### src/rtl/ahb_master_arbiter_if.sv
// ahb_master_arbiter_if
//
// Bundles the per-master AHB request/address/data signals, the grant
// outputs and the bridge-facing muxed signals that connect the master
// arbiter to up to four AHB masters and to the AHB-to-APB bridge.
//
// Modports
//   slave  : the arbiter side. It takes the masters' requests and bus
//            signals plus Hready, and drives grants and the muxed bus.
//   master : the masters'/environment side, the mirror image of slave.
//
// Signals (NM = number of masters)
//   Hbusreq   [NM]     per-master bus request
//   Hlock     [NM]     per-master lock request
//   Htrans_m  [2*NM]   per-master Htrans, master i at [2i+1:2i]
//   Haddr_m   [32*NM]  per-master address
//   Hwrite_m  [NM]     per-master write flag
//   Hwdata_m  [32*NM]  per-master write data
//   Hready             transfer complete (bridge Hreadyout)
//   Hgrant    [NM]     registered one-hot grant
//   Hmaster   [2]      registered address-phase owner
//   Hmastlock          registered, current address phase is locked
//   Htrans/Haddr/Hwrite  muxed from the address-phase owner
//   Hwdata               muxed from the data-phase owner
interface ahb_master_arbiter_if #(
    parameter int NM = 3
);
    logic [NM-1:0]      Hbusreq;
    logic [NM-1:0]      Hlock;
    logic [2*NM-1:0]    Htrans_m;
    logic [32*NM-1:0]   Haddr_m;
    logic [NM-1:0]      Hwrite_m;
    logic [32*NM-1:0]   Hwdata_m;
    logic               Hready;

    logic [NM-1:0]      Hgrant;
    logic [1:0]         Hmaster;
    logic               Hmastlock;
    logic [1:0]         Htrans;
    logic [31:0]        Haddr;
    logic               Hwrite;
    logic [31:0]        Hwdata;

    modport slave (
        input  Hbusreq, Hlock, Htrans_m, Haddr_m, Hwrite_m, Hwdata_m, Hready,
        output Hgrant, Hmaster, Hmastlock, Htrans, Haddr, Hwrite, Hwdata
    );

    modport master (
        output Hbusreq, Hlock, Htrans_m, Haddr_m, Hwrite_m, Hwdata_m, Hready,
        input  Hgrant, Hmaster, Hmastlock, Htrans, Haddr, Hwrite, Hwdata
    );
endinterface

### src/rtl/ahb_master_arbiter.sv
// ahb_master_arbiter
//
// Round-robin arbiter and multiplexer sharing the single AHB slave port of
// the AHB-to-APB bridge between up to four AHB masters. Grants are
// registered; address-phase ownership (Hmaster) and data-phase ownership
// (data_idx) follow the AHB pipeline, each advancing only on Hready=1
// edges. Supports locked transfers, a maximum-tenure preemption limit that
// never breaks a burst at a SEQ beat, and parking on master 0 when idle.
//
// Parameters
//   NM          number of masters, 2..4 (index width fixed at 2 bits)
//   MAX_TENURE  counted address-phase beats after which a waiting
//               requester may preempt an unlocked owner, 1..255
//
// Ports
//   Hclk    clock, all state changes on its rising edge
//   Hreset  asynchronous active-high reset
//   bus     ahb_master_arbiter_if.slave, requests in / grants and mux out
module ahb_master_arbiter #(
    parameter int NM         = 3,
    parameter int MAX_TENURE = 16
) (
    input  logic                 Hclk,
    input  logic                 Hreset,
    ahb_master_arbiter_if.slave  bus
);

    localparam logic [1:0] TRANS_SEQ  = 2'b11;
    localparam logic [7:0] TENURE_MAX = 8'(MAX_TENURE);

    // State
    logic [1:0]     grant_idx;
    logic [NM-1:0]  hgrant_q;
    logic [1:0]     hmaster_q;
    logic [1:0]     data_idx;
    logic           hmastlock_q;
    logic [7:0]     tenure;

    // Current grantee's view of the request inputs
    logic           req_g;
    logic           lock_g;
    logic           seq_g;
    logic           others_req;

    // Arbitration result
    logic [1:0]     next_idx;
    logic [NM-1:0]  next_onehot;
    logic           found;
    logic [1:0]     cand;

    // Muxed bus
    logic [1:0]     htrans_mux;
    logic [31:0]    haddr_mux;
    logic           hwrite_mux;
    logic [31:0]    hwdata_mux;

    always_comb begin
        req_g      = 1'b0;
        lock_g     = 1'b0;
        seq_g      = 1'b0;
        others_req = 1'b0;
        for (int i = 0; i < NM; i++) begin
            if (grant_idx == 2'(i)) begin
                req_g  = bus.Hbusreq[i];
                lock_g = bus.Hlock[i];
                seq_g  = (bus.Htrans_m[2*i +: 2] == TRANS_SEQ);
            end else if (bus.Hbusreq[i]) begin
                others_req = 1'b1;
            end
        end
    end

    // Priority: locked owner, then owner within tenure (or mid-burst),
    // then round-robin search starting after the owner, then park on 0.
    always_comb begin
        next_idx = 2'd0;
        found    = 1'b0;
        cand     = 2'd0;
        if (req_g && lock_g) begin
            next_idx = grant_idx;
        end else if (req_g && !(tenure >= TENURE_MAX && others_req && !seq_g)) begin
            next_idx = grant_idx;
        end else begin
            // k runs 1..NM so the current owner is visited last
            for (int k = 1; k <= NM; k++) begin
                cand = 2'((int'(grant_idx) + k) % NM);
                for (int j = 0; j < NM; j++) begin
                    if (!found && cand == 2'(j) && bus.Hbusreq[j]) begin
                        found    = 1'b1;
                        next_idx = cand;
                    end
                end
            end
        end
    end

    always_comb begin
        next_onehot = '0;
        for (int i = 0; i < NM; i++) begin
            next_onehot[i] = (next_idx == 2'(i));
        end
    end

    // Out-of-range indices select all zeros, which also forces Htrans IDLE.
    always_comb begin
        htrans_mux = 2'b00;
        haddr_mux  = 32'h0;
        hwrite_mux = 1'b0;
        hwdata_mux = 32'h0;
        for (int i = 0; i < NM; i++) begin
            if (hmaster_q == 2'(i)) begin
                htrans_mux = bus.Htrans_m[2*i +: 2];
                haddr_mux  = bus.Haddr_m[32*i +: 32];
                hwrite_mux = bus.Hwrite_m[i];
            end
            if (data_idx == 2'(i)) begin
                hwdata_mux = bus.Hwdata_m[32*i +: 32];
            end
        end
    end

    always_ff @(posedge Hclk or posedge Hreset) begin
        if (Hreset) begin
            grant_idx   <= 2'd0;
            hgrant_q    <= {{(NM-1){1'b0}}, 1'b1};
            hmaster_q   <= 2'd0;
            data_idx    <= 2'd0;
            hmastlock_q <= 1'b0;
            tenure      <= 8'd0;
        end else if (bus.Hready) begin
            grant_idx   <= next_idx;
            hgrant_q    <= next_onehot;
            // Pipeline shifts use the pre-edge values so the old owner
            // always keeps its data phase for exactly one more beat.
            hmaster_q   <= grant_idx;
            data_idx    <= hmaster_q;
            hmastlock_q <= req_g & lock_g;
            if (next_idx != grant_idx) begin
                tenure <= 8'd0;
            end else if (hmaster_q == grant_idx && htrans_mux[1] && tenure < TENURE_MAX) begin
                // htrans_mux[1] set means NONSEQ or SEQ
                tenure <= tenure + 8'd1;
            end
        end
    end

    assign bus.Hgrant    = hgrant_q;
    assign bus.Hmaster   = hmaster_q;
    assign bus.Hmastlock = hmastlock_q;
    assign bus.Htrans    = htrans_mux;
    assign bus.Haddr     = haddr_mux;
    assign bus.Hwrite    = hwrite_mux;
    assign bus.Hwdata    = hwdata_mux;

endmodule

### src/flat_wrapper.sv
// flat-port wrapper written by rule: the top's interface ports become plain ports
module ahb_master_arbiter_flat 
#(
    parameter int NM         = 3,
    parameter int MAX_TENURE = 16
)
  (Hclk, Hreset, bus_Hbusreq, bus_Hlock, bus_Htrans_m, bus_Haddr_m, bus_Hwrite_m, bus_Hwdata_m, bus_Hready, bus_Hgrant, bus_Hmaster, bus_Hmastlock, bus_Htrans, bus_Haddr, bus_Hwrite, bus_Hwdata);
  ahb_master_arbiter_if #(.NM(NM)) bus_i ();
  input  logic Hclk;
  input  logic Hreset;
  input wire logic [$bits(bus_i.Hbusreq)-1:0] bus_Hbusreq;
  input wire logic [$bits(bus_i.Hlock)-1:0] bus_Hlock;
  input wire logic [$bits(bus_i.Htrans_m)-1:0] bus_Htrans_m;
  input wire logic [$bits(bus_i.Haddr_m)-1:0] bus_Haddr_m;
  input wire logic [$bits(bus_i.Hwrite_m)-1:0] bus_Hwrite_m;
  input wire logic [$bits(bus_i.Hwdata_m)-1:0] bus_Hwdata_m;
  input wire logic [$bits(bus_i.Hready)-1:0] bus_Hready;
  output wire logic [$bits(bus_i.Hgrant)-1:0] bus_Hgrant;
  output wire logic [$bits(bus_i.Hmaster)-1:0] bus_Hmaster;
  output wire logic [$bits(bus_i.Hmastlock)-1:0] bus_Hmastlock;
  output wire logic [$bits(bus_i.Htrans)-1:0] bus_Htrans;
  output wire logic [$bits(bus_i.Haddr)-1:0] bus_Haddr;
  output wire logic [$bits(bus_i.Hwrite)-1:0] bus_Hwrite;
  output wire logic [$bits(bus_i.Hwdata)-1:0] bus_Hwdata;
  assign bus_i.Hbusreq = bus_Hbusreq;
  assign bus_i.Hlock = bus_Hlock;
  assign bus_i.Htrans_m = bus_Htrans_m;
  assign bus_i.Haddr_m = bus_Haddr_m;
  assign bus_i.Hwrite_m = bus_Hwrite_m;
  assign bus_i.Hwdata_m = bus_Hwdata_m;
  assign bus_i.Hready = bus_Hready;
  assign bus_Hgrant = bus_i.Hgrant;
  assign bus_Hmaster = bus_i.Hmaster;
  assign bus_Hmastlock = bus_i.Hmastlock;
  assign bus_Htrans = bus_i.Htrans;
  assign bus_Haddr = bus_i.Haddr;
  assign bus_Hwrite = bus_i.Hwrite;
  assign bus_Hwdata = bus_i.Hwdata;
  ahb_master_arbiter #(.NM(NM), .MAX_TENURE(MAX_TENURE)) u_core (.Hclk(Hclk), .Hreset(Hreset), .bus(bus_i));
endmodule
### config.mk
export PLATFORM = sky130hd
export DESIGN_NAME = ahb_master_arbiter_flat
export DESIGN_NICKNAME = d
export VERILOG_FILES = /design/src/rtl/ahb_master_arbiter_if.sv /design/src/rtl/ahb_master_arbiter.sv /design/src/flat_wrapper.sv
export SDC_FILE = /design/constraint.sdc
export NUM_CORES = 1
export LEC_CHECK = 0
export CAP_MARGIN = 20
export CORE_AREA = 3 3 108 110
export DETAILED_ROUTE_END_ITERATION = 16
export DIE_AREA = 0 0 111 113
export DONT_BUFFER_PORTS = 1
export REMOVE_ABC_BUFFERS = 1
export SKIP_LAST_GASP = 1
export SLEW_MARGIN = 30
export SYNTH_ARGS = -nofsm -noshare
export SYNTH_HDL_FRONTEND = slang
export SYNTH_SLANG_ARGS = --single-unit
### constraint.sdc
create_clock -name Hclk -period 2.5 [get_ports Hclk]
set_input_delay 0.25 -clock Hclk [delete_from_list [all_inputs] [get_ports Hclk]]
set_output_delay 0.25 -clock Hclk [all_outputs]
set_load 0.02 [all_outputs]
== Word level (Yosys, flattened, before mapping) ==
Index checks and enable logic that the tools add are counted.
Storage, ports and cells
  flip-flop bits (word level): 18
  output and inout bits: 73
Cells by class
  add/sub/neg operators: 4
  divide/modulo/power cells: 3
  magnitude comparators: 2
  equality and inequality tests: 19
  multiplexer cells: 64
  bitwise operators: 1
  reductions and logical operators: 42
Operator list (number)
  32-bit 2-to-1 mux: 6
  32-bit by 3-bit remainder unit with 32-bit output (second input constant): 3
  1-bit 2-to-1 mux: 42
  2-bit 2-to-1 mux: 14
  1-bit logical AND: 23
  2-bit == test (second input constant): 10
  8-bit 2-to-1 mux: 2
  2-bit by 1-bit == test with 1-bit output (second input constant): 7
  2-bit logical NOT: 7
  1-bit logical NOT: 10
  8-bit by 1-bit adder with 8-bit output (second input constant): 1
  8-bit by 5-bit >= comparator with 1-bit output (second input constant): 1
  8-bit by 5-bit less-than comparator with 1-bit output (second input constant): 1
  2-bit by 2-bit adder with 3-bit output (second input constant): 2
  2-bit by 1-bit adder with 3-bit output (second input constant): 1
  2-bit == test: 1
  2-bit != test: 1
  2-bit AND reduction: 1
  2-bit nonzero test: 1
  1-bit AND: 1

== Longest topological paths before layout ==
Gate-level depths: netlist (run 1).
  depth in word-level cells: 63
  depth in mapped cells: 9
  gate-level depth less buffers: 7

== Worst setup path after synthesis (run 1) ==
Ideal clock, no wire load.
  kind: reg2reg
  from: register u_core.grant_idx[1]
  to: register u_core.tenure[0]
  library setup time: 0.139 ns
  arrival: 2.186 ns
  required time: 2.361 ns
  slack: 0.175 ns
  stages on the path, launching flop included: 9
  path buffers: 1
  period minus slack after synthesis: 2.325 ns
  path through: dfrtp_1 clkbuf_1 inv_1 ha_1 inv_1 a221o_1 and3_4 o32ai_2 a21oi_1
Between the ends
  longest elaborated chain between the ends: 58
  elaborated cells between the ends (all ways): 105
  those cells by class: 3 x add/sub; 3 x div; 10 x eq/ne; 50 x mux; 39 x reduce/logical
Ends and longest elaborated chain
  from (decl): RTL line ahb_master_arbiter.sv:32  | logic [1:0] grant_idx;
  from (signal assigned): RTL line ahb_master_arbiter.sv:131  | grant_idx <= next_idx;
  2-bit by 1-bit adder with 3-bit output: RTL line ahb_master_arbiter.sv:86  | cand = 2'((int'(grant_idx) + k) % NM);
  32-bit by 3-bit remainder unit with 32-bit output: RTL line ahb_master_arbiter.sv:86
  2-bit logical NOT: RTL line ahb_master_arbiter.sv:88  | if (!found && cand == 2'(j) && bus.Hbusreq[j]) begin
  1-bit logical AND: RTL line ahb_master_arbiter.sv:88
  1-bit 2-to-1 mux: RTL line ahb_master_arbiter.sv:88
  1-bit 2-to-1 mux: RTL line ahb_master_arbiter.sv:81  | end else if (req_g && !(tenure >= TENURE_MAX && others_req && !seq_g)) begin
  1-bit 2-to-1 mux: RTL line ahb_master_arbiter.sv:79  | if (req_g && lock_g) begin
  1-bit logical NOT: RTL line ahb_master_arbiter.sv:88
  [41 not listed]
  1-bit logical NOT: RTL line ahb_master_arbiter.sv:88
  1-bit logical AND (2 in series): RTL line ahb_master_arbiter.sv:88
  2-bit 2-to-1 mux: RTL line ahb_master_arbiter.sv:88
  2-bit 2-to-1 mux: RTL line ahb_master_arbiter.sv:81
  2-bit 2-to-1 mux: RTL line ahb_master_arbiter.sv:79
  2-bit != test: RTL line ahb_master_arbiter.sv:138  | if (next_idx != grant_idx) begin
  2-bit nonzero test (no source line)
  2-bit AND reduction (no source line)
  to (signal assigned): RTL line ahb_master_arbiter.sv:142  | tenure <= tenure + 8'd1;
  to (decl): RTL line ahb_master_arbiter.sv:37  | logic [7:0] tenure;
Several ways; a longest one is shown, not always the timed one. The select of a mux whose other input is x is not followed.
A chain may end at the register's enable or synchronous reset.

== Worst setup path in the final report (run 1) ==
  from: register u_core.grant_idx[1]
  to: register u_core.hgrant_q[0], in the netlist u_core.bus.Hgrant[0]
Between the ends
  longest elaborated chain between the ends: 56
  elaborated cells between the ends (all ways): 99
  those cells by class: 3 x add/sub; 3 x div; 8 x eq/ne; 49 x mux; 36 x reduce/logical
Ends and longest elaborated chain
  2-bit by 1-bit adder with 3-bit output: RTL line ahb_master_arbiter.sv:86
  32-bit by 3-bit remainder unit with 32-bit output: RTL line ahb_master_arbiter.sv:86
  2-bit logical NOT: RTL line ahb_master_arbiter.sv:88
  1-bit logical AND: RTL line ahb_master_arbiter.sv:88
  1-bit 2-to-1 mux: RTL line ahb_master_arbiter.sv:88
  1-bit 2-to-1 mux: RTL line ahb_master_arbiter.sv:81
  1-bit 2-to-1 mux: RTL line ahb_master_arbiter.sv:79
  1-bit logical NOT: RTL line ahb_master_arbiter.sv:88
  [39 not listed]
  1-bit 2-to-1 mux: RTL line ahb_master_arbiter.sv:81
  1-bit 2-to-1 mux: RTL line ahb_master_arbiter.sv:79
  1-bit logical NOT: RTL line ahb_master_arbiter.sv:88
  1-bit logical AND (2 in series): RTL line ahb_master_arbiter.sv:88
  2-bit 2-to-1 mux: RTL line ahb_master_arbiter.sv:88
  2-bit 2-to-1 mux: RTL line ahb_master_arbiter.sv:81
  2-bit 2-to-1 mux (*): RTL line ahb_master_arbiter.sv:79
  2-bit logical NOT (*): RTL line ahb_master_arbiter.sv:100  | next_onehot[i] = (next_idx == 2'(i));
  to (signal assigned): RTL line ahb_master_arbiter.sv:125  | hgrant_q <= {{(NM-1){1'b0}}, 1'b1};
  to (signal assigned): RTL line ahb_master_arbiter.sv:132  | hgrant_q <= next_onehot;
  to (decl): RTL line ahb_master_arbiter.sv:33  | logic [NM-1:0] hgrant_q;
Every way passes the cells marked *; elsewhere a longest branch is shown, timed or not. The select of a mux whose other input is x is not followed.

==> impl_metrics.tcl, run 1 <==
set metrics [dict create \
    vias_per_cell 5.31 \
    max-slew-margin-rel 0.374 \
    grt.total_usage 0.131 \
    outcome "finished, violations left" \
    period_share 0.874 \
    clockRootBuffer "clkbuf_8" \
    crit_path_end_kind "flop" \
    ys_ff_latch 18 \
    place_inst 492 \
    ctsLongestPathBuffers 2 \
    cp-start-kind "flop" \
    fin_crit_ns 2.18 \
    worst_ep_arrival_time_ns 2.36 \
    synth.distinct_cells 45 \
    peakVddDrop_v 0.000537 \
    synthCells 346 \
    post-cts-setup-buffers 0 \
    portBuffers 0 \
    ios 283 \
    core_area_sq_mm 0.0108 \
    synth_top_cell_area_share 0.270 \
    worstReg2RegStart "u_core.grant_idx[1]$_DFFE_PP0P_" \
    first_pass_iters 5 \
    setup_viol 0 \
    seqCellArea_sq_um 454 \
    syn_to_final_growth_pct 15.7 \
    synth-edff-count 0 \
    r2r-end "u_core.bus.Hgrant[0]$_DFFE_PP1P_" \
    multi_input_area_sq_mm 0.00190 \
    fill_cells 1140 \
    maxSlewViolCount 0 \
    violations "negative hold slack" \
    grt_pass1_vias 2402 \
    finalPower_mw 4.00 \
    synth_area_leader_cell "mux2i_1" \
    power_per_cell_area_mw_per_mm2 1370 \
    crit_start "u_core.grant_idx[1]$_DFFE_PP0P_" \
    cts_tree "built" \
    crit_path_max_fanout 7 \
    rows 38 \
    skew_ns 0.00711 \
    max_freq_mhz 458 \
    dp.final_hpwl_mm 8.07 \
    synthTopCellsByCount "nand2_1, mux2i_1, o21ai_0" \
    fin_area_sq_mm 0.00292 \
    worst-endpoint-required_ns 2.68 \
    die_area_sq_mm 0.0125 \
    finalWirelength_mm 9.42 \
    hold_ws_ns -0.0119 \
    drc_errors 0 \
    cp-endpoint "u_core.bus.Hgrant[0]$_DFFE_PP1P_" \
    vias 2637 \
    synth.cell_area_sq_mm 0.00252 \
    die_w_um 111 \
    routedWlPerCell_um 18.9 \
    worst_slack_ns 0.315 \
    ys_seq_area_frac 0.179 \
    clkTransAtPathRegs_ns 0.07 \
    clk_latency_ns 0.25 \
    die_y_um 113 \
    h-tree-depth 1 \
    synth_most_common_cell "nand2_1" \
    drtIter0Drc 130 \
    dp_slack_ns 0.316 \
    synth_ff_type "dfrtp_1" \
    async_reset_ff_frac 1.00 \
    placed_area_sq_mm 0.00286 \
    antenna_found_initial 3 \
    layoutNonFillerInstCount 497 \
    finalHoldViolCount 17 \
    grt_overflow 0 \
    fin_util 0.270 \
    tightest_slew_ns 0.930 \
    cts_made_buffers 3 \
    cts-resized-gates 0 \
    hold_path_class "primary input to async pin" \
    synth_warnings 0 \
    leakage_nw 1.25 \
    clock-sinks 18 \
    path_class "flop to flop" \
    rsz0062_at_grt "false" \
    r2r.worst_path.cells 7 \
    tns_ns 0 \
    synth.avg_cell_area_sq_um 7.29 \
    grt_max_degree 37 \
    hold_buffers 0 \
    start_util 0.234 \
    ant_nets 0 \
    ys_top_cells_by_area "mux2i_1, dfrtp_1, o21ai_0" \
    place_congestion 0.806 \
    reg2reg_setup_slack_ns 0.32 \
    grt_pass1_wl_mm 13.5 \
    nets 574 \
    maxCapViolations 0 \
    drive_gt1_frac 0.140 \
]
worst max-delay path: stages, from the launching register on:
cell,delay [ns]
dfrtp_1,0.42
inv_1,0.13
ha_1,0.28
inv_1,0.07
a222oi_1,0.44
o41ai_4,0.18
or4b_1,0.50
o221ai_1,0.09
how the worst min path moves through the flow:
stage	startpoint	end	slack, ns	depth (start not counted)
final	Hreset	u_core.bus.Hgrant[1]$_DFFE_PP0P_	-0.01	1
after global routing	Hreset	u_core.bus.Hgrant[1]$_DFFE_PP0P_	0.04	1
after CTS	Hreset	u_core.bus.Hgrant[1]$_DFFE_PP0P_	0.02	1
after detailed placement	Hreset	u_core.bus.Hgrant[1]$_DFFE_PP0P_	0.30	1
after global placement	Hreset	u_core.data_idx[1]$_DFFE_PP0P_	0.28	1
after floorplan	Hreset	u_core.bus.Hgrant[1]$_DFFE_PP0P_	0.19	1
cells by family after synthesis:
group	Yosys count	synth area share
AOI/OAI and AO/OA	101	0.238
and+or+nand+nor	101	0.177
muxes	71	0.283
buffers and inverters	43	0.0704
DFF	18	0.179
adders and majority gates	7	0.0347
xor gates and xnor gates	5	0.0174
state kept, by name (all words and copies together), names as in the netlist:
register and flops:
u_core.grant_idx 2, u_core.tenure 8, u_core.bus.Hmastlock 1, u_core.data_idx 2
u_core.bus.Hgrant 3, u_core.bus.Hmaster 2
routing by layer:
metal,GRT usage,part of all wire,vias up
li1,-,-,1246
met1,0.176,0.40,1226
met2,0.206,0.49,151
met3,0.0390,0.10,10
met4,0.0312,0.011,4
met5,0,0.0039,-
where the power goes:
| group | internal [mW] | switching (mW) | total [mW] |
|---|---|---|---|
| Combinational | 1.12 | 2.06 | 3.18 |
| Sequential | 0.382 | 0.199 | 0.581 |
| Clock | 0.140 | 0.0978 | 0.238 |
| Total | 1.64 | 2.36 | 4.00 |
cells in the final DEF (no fill, tap or decap), types with 2 or more instances in the layout:
cell      count
a21boi_1      3
clkbuf_8      4
o221ai_1      2
dfrtp_2       2
inv_1        16
ha_1          7
nand2b_1      2
xnor2_1       5
nand3b_1      2
a31oi_1       2
o21ai_0      68
nand3_1       6
buf_12        2
nor2b_2       2
nand2_1      72
nor3_1        2
a21oi_1      11
buf_4        31
nor2_1        5
dfrtp_1      15
o31ai_1       2
mux2i_1      68
mux2_2        3
cell type report:
type	instances	area share
diodes	1	0.000857
clock buffers	4	0.0189
inverters	16	0.0206
multi-input cells	285	0.651
flip-flops and latches	18	0.156
well taps	140	0.0600
repair buffers	33	0.0934
(Power assumes the default switching activity.)
==> run 2, diff against run 1 <==
REMOVE_ABC_BUFFERS = unset   (was 1)
==> run 2 against run 1 <==
The flow still finishes with violations (negative hold slack); clock-buffer cell count did not move; sequential power rose by 12%; register-to-register slack got worse by 0.17 ns; final cell count rose by 2.6%; combinational power rose by 3%; fmax fell by 7.1%; clock skew fell by 0.0038 ns; die area did not move; sequential share of layout area fell by 0.42 points; wire length rose by 7.6%.
==> impl_metrics.tcl, run 2 (synthesis gave the netlist of run 1 again) <==
set metrics [dict create \
    peakVddDrop_v 0.000576 \
    dp.final_hpwl_mm 8.56 \
    finalHoldViolCount 17 \
    num_antenna_cells 0 \
    largest_reg_flops 8 \
    die_area_sq_mm 0.0125 \
    grt.total_usage 0.143 \
    cts_made_buffers 3 \
    power_per_cell_area_mw_per_mm2 1380 \
    ant_nets 0 \
    cpPeakStageDelay_ns 0.50 \
    finalWirelength_mm 10.1 \
    tightest_slew_ns 0.865 \
    worst_slack_ns 0.147 \
    regMostFlops "u_core.tenure" \
    period_share 0.941 \
    rows 38 \
    path_cells "buf_4 > ha_1 > nand2b_1 > a221o_1 > and3_4 > o32ai_2 > a21oi_1" \
    crit_family "compound AO/OA/AOI/OAI gates" \
    fin_crit_ns 2.35 \
    post-cts-setup-buffers 0 \
    max_freq_mhz 425 \
    worstReg2RegStart "u_core.grant_idx[1]$_DFFE_PP0P_" \
    antenna_found_initial 2 \
    first_pass_iters 4 \
    max-slew-margin-rel 0.417 \
    final_common_cell "nand2_1" \
    die_y_um 113 \
    drtIter0Drc 189 \
    drc_errors 0 \
    dp_slack_ns 0.180 \
    cp-start-kind "flop" \
    worst-path-stages 7 \
    cts_tree "built" \
    maxCapViolations 0 \
    ctsLongestPathBuffers 2 \
    hold_buffers 0 \
    final_cell_mix "nand2_1, o21ai_0, mux2i_1, buf_4, inv_1" \
    crit_path_end_kind "flop" \
    worst-endpoint-required_ns 2.61 \
    vias_per_cell 5.23 \
    start_util 0.234 \
    skew_ns 0.00329 \
    maxSlewViolCount 0 \
    core_area_sq_mm 0.0108 \
    hold_path_class "primary input to async pin" \
    clkTransAtPathRegs_ns 0.06 \
    clockRootBuffer "clkbuf_8" \
    crit_start "u_core.grant_idx[1]$_DFFE_PP0P_" \
    crit_buf_inv 1 \
    vias 2665 \
    place_congestion 0.831 \
    cts-resized-gates 0 \
    grt_max_degree 34 \
    clk_latency_ns 0.25 \
    crit_path_max_fanout 8 \
    portBuffers 0 \
    h-tree-depth 1 \
    die_w_um 111 \
    grt_pass1_vias 2600 \
    clock-sinks 18 \
    drive_gt1_frac 0.170 \
    worst_ep_arrival_time_ns 2.47 \
    syn_to_final_growth_pct 18.8 \
    cp_slowest_cell "o32ai_2" \
    routedWlPerCell_um 19.9 \
    leakage_nw 1.31 \
    synth_fp_nets 563 \
    tns_ns 0 \
    path_class "flop to flop" \
    nets 588 \
    outcome "finished, violations left" \
    ios 283 \
    violations "negative hold slack" \
    rsz0062_at_grt "false" \
    r2r.worst_path.cells 7 \
    setup_viol 0 \
    grt_overflow 0 \
    grt_pass1_wl_mm 14.5 \
    hold_ws_ns -0.0206 \
]
[run 2: cell count changes in the layout (fill, tap and decap cells not counted), sizes merged]
cell	before	now
diode	1	0
buf	33	47
[run 2: path summary, 6_finish.rpt]
| kind | endpoint | slack, ns |
|---|---|---|
| min in group Hclk | u_core.bus.Hmastlock$_DFFE_PP0P_ | 0.10 |
| max in group asynchronous | u_core.bus.Hmaster[0]$_DFFE_PP0P_ | 2.05 |
| setup / recovery | u_core.tenure[1]$_DFFE_PP0P_ | 0.15 |
| hold / removal | u_core.tenure[6]$_DFFE_PP0P_ | -0.02 |
| setup reg to reg | u_core.tenure[1]$_DFFE_PP0P_ | 0.15 |
| hold reg to reg | u_core.tenure[7]$_DFFE_PP0P_ | 0.53 |
[run 2: final cells by class]
cell class,instances,area (sq um)
inverter,16,60.1
multi-input combinational,285,1900
timing repair buffer,47,365
clock buffer,4,45.0
sequential,18,454
tap,140,175
fill,1164,7790
[run 2: report_power, final]
part,switching (mW),internal [mW]
clock network,0.0922,0.113
registers,0.272,0.380
logic,2.04,1.23
total,2.40,1.73
[run 2: stage by stage]
step | hold slack [ns] | utilization | instances | instance area (sq um) | power (mW)
detailed placement | 0.285 | 0.274 | 506 | 2950 | 3.94
global route | 0.0232 | 0.278 | 510 | 3000 | 4.43
floorplan | 0.188 | - | 346 | 2520 | 2.99
finish | -0.0206 | 0.278 | 510 | 3000 | 4.13
CTS | 0.00245 | 0.278 | 510 | 3000 | 4.16
global placement | 0.269 | 0.274 | 506 | 2950 | 3.86
[run 2: per-layer routing]
| layer | global-route usage | share of wire | vias to the layer above |
|---|---|---|---|
| met5 | 0 | 0.0036 | - |
| met2 | 0.243 | 0.49 | 151 |
| met4 | 0.0337 | 0.021 | 4 |
| met1 | 0.177 | 0.39 | 1227 |
| met3 | 0.0476 | 0.095 | 19 |
| li1 | - | - | 1264 |
